### config.mk
export PLATFORM = sky130hd
export DESIGN_NAME = contador_modn_flat
export DESIGN_NICKNAME = d
export VERILOG_FILES = /design/src/rtl/contador_modn_if.sv /design/src/rtl/contador_modn.sv /design/src/flat_wrapper.sv
export SDC_FILE = /design/constraint.sdc
export NUM_CORES = 1
export LEC_CHECK = 0
export BUFFER_PORTS_ARGS = -buffer_cell sky130_fd_sc_hd__buf_2
export CELL_PAD_IN_SITES_DETAIL_PLACEMENT = 0
export CELL_PAD_IN_SITES_GLOBAL_PLACEMENT = 1
export CORE_AREA = 2 2 39 41
export DETAILED_ROUTE_END_ITERATION = 12
export DIE_AREA = 0 0 41 43
export PLACE_DENSITY = 0.64
export SLEW_MARGIN = 20
export SYNTH_ARGS = -nofsm -noshare
export SYNTH_HDL_FRONTEND = slang
export SYNTH_SLANG_ARGS = --single-unit
### constraint.sdc
create_clock -name clk -period 1.9 [get_ports clk]
set_input_delay 0.19 -clock clk [delete_from_list [all_inputs] [get_ports clk]]
set_output_delay 0.19 -clock clk [all_outputs]
set_load 0.1 [all_outputs]
### src/rtl/contador_modn_if.sv
// Bus bundle for one contador_modn digit: load/count controls in, value and
// terminal/cascade flags out. clk and reset stay as plain module ports.
interface contador_modn_if #(
  parameter int WIDTH = 3
);
  logic [WIDTH-1:0] data;
  logic             load;
  logic             enable;
  logic             cin;
  logic             dir;
  logic [WIDTH-1:0] count;
  logic             tc;
  logic             cout;

  modport master (
    output data, load, enable, cin, dir,
    input  count, tc, cout
  );

  modport slave (
    input  data, load, enable, cin, dir,
    output count, tc, cout
  );
endinterface

### src/rtl/contador_modn.sv
// contador_modn: one modulo-N digit of the clock/timer datapath.
// Counts up or down, wraps or parks at the terminal value (ONE_SHOT),
// loads in parallel with clamping to MODULO-1, and chains cout -> cin
// so multi-digit counters step on the same edge as the lower digit wraps.
module contador_modn #(
  parameter int MODULO   = 6,
  parameter int WIDTH    = 3,
  parameter int ONE_SHOT = 0
) (
  input  logic            clk,
  input  logic            reset,
  contador_modn_if.slave  bus
);

  localparam logic [WIDTH-1:0] LAST = WIDTH'(MODULO - 1);
  localparam logic [WIDTH-1:0] ZERO = '0;
  localparam logic [WIDTH-1:0] ONE  = WIDTH'(1);

  logic [WIDTH-1:0] count_q;
  logic [WIDTH-1:0] count_d;
  logic [WIDTH-1:0] step_up;
  logic [WIDTH-1:0] step_dn;
  logic [WIDTH-1:0] load_val;
  logic             tc;

  // Successor values for both directions; out-of-range states recover to the
  // natural wrap target so a forced bad value never sticks.
  always_comb begin
    step_up = count_q + ONE;
    if (count_q == LAST) begin
      step_up = (ONE_SHOT != 0) ? LAST : ZERO;
    end else if (count_q > LAST) begin
      step_up = ZERO;
    end

    step_dn = count_q - ONE;
    if (count_q == ZERO) begin
      step_dn = (ONE_SHOT != 0) ? ZERO : LAST;
    end else if (count_q > LAST) begin
      step_dn = LAST;
    end
  end

  // Next-state selection: load beats step, step needs both enable and cin.
  always_comb begin
    load_val = (bus.data > LAST) ? LAST : bus.data;
    count_d  = count_q;
    if (bus.load) begin
      count_d = load_val;
    end else if (bus.enable && bus.cin) begin
      count_d = bus.dir ? step_up : step_dn;
    end
  end

  // The count register is the only state in the digit.
  always_ff @(posedge clk or negedge reset) begin
    if (!reset) begin
      count_q <= ZERO;
    end else begin
      count_q <= count_d;
    end
  end

  // Terminal flag depends on the current direction, so a dir change
  // re-evaluates tc/cout immediately without extra state.
  always_comb begin
    tc = bus.dir ? (count_q == LAST) : (count_q == ZERO);
  end

  assign bus.count = count_q;
  assign bus.tc    = tc;
  assign bus.cout  = tc & bus.enable & bus.cin;

endmodule

### src/flat_wrapper.sv
// flat-port wrapper written by rule: the top's interface ports become plain ports
module contador_modn_flat 
#(
  parameter int MODULO   = 6,
  parameter int WIDTH    = 3,
  parameter int ONE_SHOT = 0
)
  (clk, reset, bus_data, bus_load, bus_enable, bus_cin, bus_dir, bus_count, bus_tc, bus_cout);
  contador_modn_if #(.WIDTH(WIDTH)) bus_i ();
  input  logic clk;
  input  logic reset;
  input wire logic [$bits(bus_i.data)-1:0] bus_data;
  input wire logic [$bits(bus_i.load)-1:0] bus_load;
  input wire logic [$bits(bus_i.enable)-1:0] bus_enable;
  input wire logic [$bits(bus_i.cin)-1:0] bus_cin;
  input wire logic [$bits(bus_i.dir)-1:0] bus_dir;
  output wire logic [$bits(bus_i.count)-1:0] bus_count;
  output wire logic [$bits(bus_i.tc)-1:0] bus_tc;
  output wire logic [$bits(bus_i.cout)-1:0] bus_cout;
  assign bus_i.data = bus_data;
  assign bus_i.load = bus_load;
  assign bus_i.enable = bus_enable;
  assign bus_i.cin = bus_cin;
  assign bus_i.dir = bus_dir;
  assign bus_count = bus_i.count;
  assign bus_tc = bus_i.tc;
  assign bus_cout = bus_i.cout;
  contador_modn #(.MODULO(MODULO), .WIDTH(WIDTH), .ONE_SHOT(ONE_SHOT)) u_core (.clk(clk), .reset(reset), .bus(bus_i));
endmodule
# --- Yosys cells after proc, flatten, opt, wreduce, memory -nomap -nowiden ---
# Cells that the tools add are included.
word_totals:
  romBits: 0
  latchBits: 0
  regBits: 3
  inputBits: 9
  n_memories: 0
  mem_bits_rw: 0
op_classes:
  div: 0
  n_addsub: 2
  n_shift: 0
  bitwise: 2
  n_mux: 9
  n_reduce_logical: 3
  multipliers: 0
  eq_ne: 1
  order_cmp: 2
ops:
  columns: ["op", "n"]
  rows:
  - ["two-way mux 3 bit", 8]
  - ["greater-than comparator 3 bit, second input constant", 2]
  - ["adder 3 x 1 -> 3 bit, second input constant", 1]
  - ["equality test 3 bit, second input constant", 1]
  - ["zero test 3 bit", 1]
  - ["subtractor 3 x 1 -> 3 bit, second input constant", 1]
  - ["bitwise AND 1 bit", 2]
  - ["nonzero test 2 bit", 1]
  - ["logical AND 1 bit", 1]
  - ["two-way mux 1 bit", 1]

# --- Longest topological paths before layout ---
depth:
  depth_word: 6
  mapped_depth: 6

# --- Worst setup path after synthesis ---
# Ideal clock, no wire load.
synth_path:
  path_kind: "reg2out"
  from: "reg u_core.count_q[1], in the netlist u_core.bus.count[1]"
  to: "out bus_cout"
  path_slack_ns: -3.237
  arrival_ns: 4.947
  required_time_ns: 1.710
  path_stages_with_launch: 6
  cell_sequence: "dfrtp_1 > inv_1 > ha_1 > nand2b_1 > o21ai_0 > nor2b_1"
synth_between:
  elab_chain_len: 4
synth_rtl:
  columns: ["element", "line_no", "text"]
  rows:
  - ["start, declared", "contador_modn.sv:19", "logic [WIDTH-1:0] count_q;"]
  - ["start signal, assigned", "contador_modn.sv:60", "count_q <= count_d;"]
  - ["equality test 3 bit / zero test 3 bit (equally long branches)", "contador_modn.sv:67", "tc = bus.dir ? (count_q == LAST) : (count_q == ZERO);"]
  - ["two-way mux 1 bit (*)", "contador_modn.sv:67", null]
  - ["net bus_tc", "flat_wrapper.sv:18", "output wire logic [$bits(bus_i.tc)-1:0] bus_tc;"]
  - ["bitwise AND 1 bit (*) (2 in a row)", "contador_modn.sv:72", "assign bus.cout = tc & bus.enable & bus.cin;"]
  - ["end, declared", "flat_wrapper.sv:19", "output wire logic [$bits(bus_i.cout)-1:0] bus_cout;"]
# The timed path passes the listed nets; every way through them passes the cells marked *.

# --- Worst setup path after layout ---
layout_path:
  from: "reg u_core.count_q[1], in the netlist u_core.bus.count[1]"
  to: "out bus_cout"
layout_between:
  elab_chain_len: 4
layout_rtl:
  columns: ["element", "line_no"]
  rows:
  - ["equality test 3 bit / zero test 3 bit (equally long branches)", "contador_modn.sv:67"]
  - ["two-way mux 1 bit (*)", "contador_modn.sv:67"]
  - ["bitwise AND 1 bit (*) (2 in a row)", "contador_modn.sv:72"]
# Every way passes the cells marked *; elsewhere a longest branch is shown, timed or not.

==> impl_results.md <==
* Synthesis-stage register bit count at 3
* Crit Path Class: reg2out
* Post-synth top area cell: dfrtp_1
* Kind of launch point of the worst setup path: register
* CTS buffer count at 3
* Commonest non-fill, non-tap cell in the layout: buf_2
* Synth top area cells: dfrtp_1 24%, ha_1 16%, a21oi_1 11%, a31oi_1 4.0%, nand2b_1 4.0%
* Synth warn at 0
* Fillers at 147
* Final setup viols at 0
* Max_slew headroom at 67.9%
* Final TNS setup at 0 ns
* Worst IR Drop VDD at 0.506 mV
* Slew @ Worst Pin at 0.485 ns
* Initial DRC count at 2
* Routed WL at 780 um
* Avg WL per Cell at 10.8 um
* Syn Area/Cell at 8.02 um^2
* Overall Global Routing Usage at 11.6%
* Clock Sinks at 3
* Register Area at 86.3 um^2
* WP data required at 1.71 ns
* Post-Synth Simple-Gate Area at 21.2%
* # DRC at 0
* Initial antenna violation count at 0
* Worst skew pair latency at 0.23 ns
* Final worst slack at 0.121 ns
* Syn nets at 52
* Status: finished, final reports clean
* Min-Delay Path Class: in2reg
* Max FO, Critical Path at 8
* Fin crit period at 1.78 ns
* Post-place setup slack at 0.155 ns
* Multi-input gate area at 265 um^2
* Number of flip-flops in the largest register at 3
* Final hold vios at 0
* Die Y at 43 um
* FP Rows at 14
* HPWL after DPL at 622 um
* Cell area after synthesis at 313 um^2
* Top-area cell type share of the netlist area at 24.0%
* Die width at 41 um
* Die Footprint at 1760 um^2
* Largest net degree at the start of global routing at 13
* Cells after Synth at 39
* Leakage at 0.212 nW
* Adder-cell area share of the yosys netlist at 16.0%
* Maximum clock rate at 562 MHz
* Power Density at 750 nW/um^2
* Setup crit end kind: primary output
* Xor and xnor area share after synthesis at 0%
* Worst path max stage delay at 0.52 ns
* GRT overflow at 0
* RSZ-0062 raised after global routing: no
* CTS H-Tree Depth at 1
* Mux share of post-synthesis cell area at 0%
* Starting Density at 22.6%
* Synth cell types at 21
* CP arrival at 1.59 ns
* Slew Viols, Final at 0
* Largest family of logic cells by synthesized area: compound AO/OA/AOI/OAI gates
* Number of global-route vias before repair at 316
* Synth Area in Compound Gates at 32.8%
* CTS tree: done
* Final Cycle Share at 93.6%
* Root Driver: clkbuf_4
* CP max-delay cell: dfrtp_4
* Clock slew at reported path FFs at 0.03 ns
* Critical path cell sequence: inv_4 > ha_4 > nand2b_4 > o21ai_4 > nor2b_4 > buf_12
* Clk buf depth at 2
* Drt first pass iters at 2
* Clock skew at 0.00124 ns
* GPL Wtd Cong at 0.725
* Sequential share of the synthesized area at 24.0%
* Via density at 4.68
* Ant diodes at 0
* Max-cap viol count at 0
* Hold Slack at 0.220 ns
* Core Box Area at 1380 um^2
* Layout area overhead at 66.0%
* First-pass GRT wire length at 1350 um
* IO Pins at 14
* Most frequent cells in the layout: 11 x buf_2, 7 x a21oi_1, 3 x nand2_1, 3 x clkbuf_4, 3 x dfrtp_4
* Port Buffer Count at 13
* DR vias at 337
* Final net count at 70
* Post-route ant nets at 0
* Fraction of layout cells with a size suffix above 1 at 50.0%
critical path: cells and delay by family (launching register included):
family                   cells  cell delay [ns]
AND/OR/NAND/NOR              2             0.26
flip-flops                   1             0.52
buffers and inverters        2             0.28
adder cells (fa/ha/maj)      1             0.14
AO/OA/AOI/OAI                1             0.18
synthesized netlist by cell type (all sizes together):
cell type  n
buf        1
or4b       1
o211ai     1
ha         4
nand3      1
a21oi      7
a211oi     1
a22oi      1
nor3b      1
o21ai      3
nor3       1
a31oi      2
nand2      3
or2b       1
nand2b     2
dfrtp      3
a2bb2oi    1
nor2b      1
o2111ai    1
inv        3
cells by family after synthesis:
kind of cell	Yosys count
compound gates	17
fa+ha+maj	4
buf+inv	4
flops	3
simple gates	11
cell type report:
type | count | share of cell area (%)
Tap cell | 16 | 3.86
Inverter | 3 | 3.13
Multi-Input combinational cell | 32 | 51.1
Timing Repair Buffer | 14 | 20.2
Clock buffer | 4 | 5.06
Sequential cell | 3 | 16.6
path summary, 6_finish.rpt:
check | from | to | slack, ns | depth (start not counted)
worst min register to register | u_core.bus.count[0] | u_core.bus.count[0] | 0.69 | 2
worst max-delay path | u_core.bus.count[1] | bus_cout | 0.12 | 6
worst max register to register | u_core.bus.count[1] | u_core.bus.count[2] | 0.18 | 6
worst min-delay path | bus_load | u_core.bus.count[1] | 0.22 | 2
max in group asynchronous | reset | u_core.bus.count[1] | 1.48 | 2
min in group asynchronous | reset | u_core.bus.count[2] | 0.29 | 2
through the flow:
| step | std cells | cell area, um^2 | power (mW) | utilization, % |
|---|---|---|---|---|
| after floorplan | 39 | 372 | 0.236 | - |
| after global placement | 67 | 475 | 0.280 | 34.4 |
| after detailed placement | 67 | 475 | 0.279 | 34.4 |
| after CTS | 72 | 512 | 0.394 | 37.0 |
| after global routing | 72 | 519 | 0.420 | 37.5 |
| final | 72 | 519 | 0.389 | 37.5 |
routing by layer:
layer,global-route usage (%),up-vias,part of all wire [%]
li1,-,179,-
met4,6.00,0,0
met5,0,-,0
met3,5.24,0,4.4
met1,14.5,152,46
met2,15.9,6,50
power by group:
part	leakage (nW)	switching [mW]	internal, mW
clock	0.0150	0.0297	0.0785
sequential	0.0319	0.0181	0.0762
combinational	0.165	0.124	0.0631
total	0.212	0.172	0.218
timing repair:
| action | CTS | global route |
|---|---|---|
| endpoints found under the hold margin | 3 | 0 |
| setup endpoints to repair | 0 | 1 |
| buffers inserted | 0 | 0 |
| hold buffers | 1 | 0 |
| resized for setup | 0 | 2 |
No activity file was read; power rests on OpenSTA's default activity.
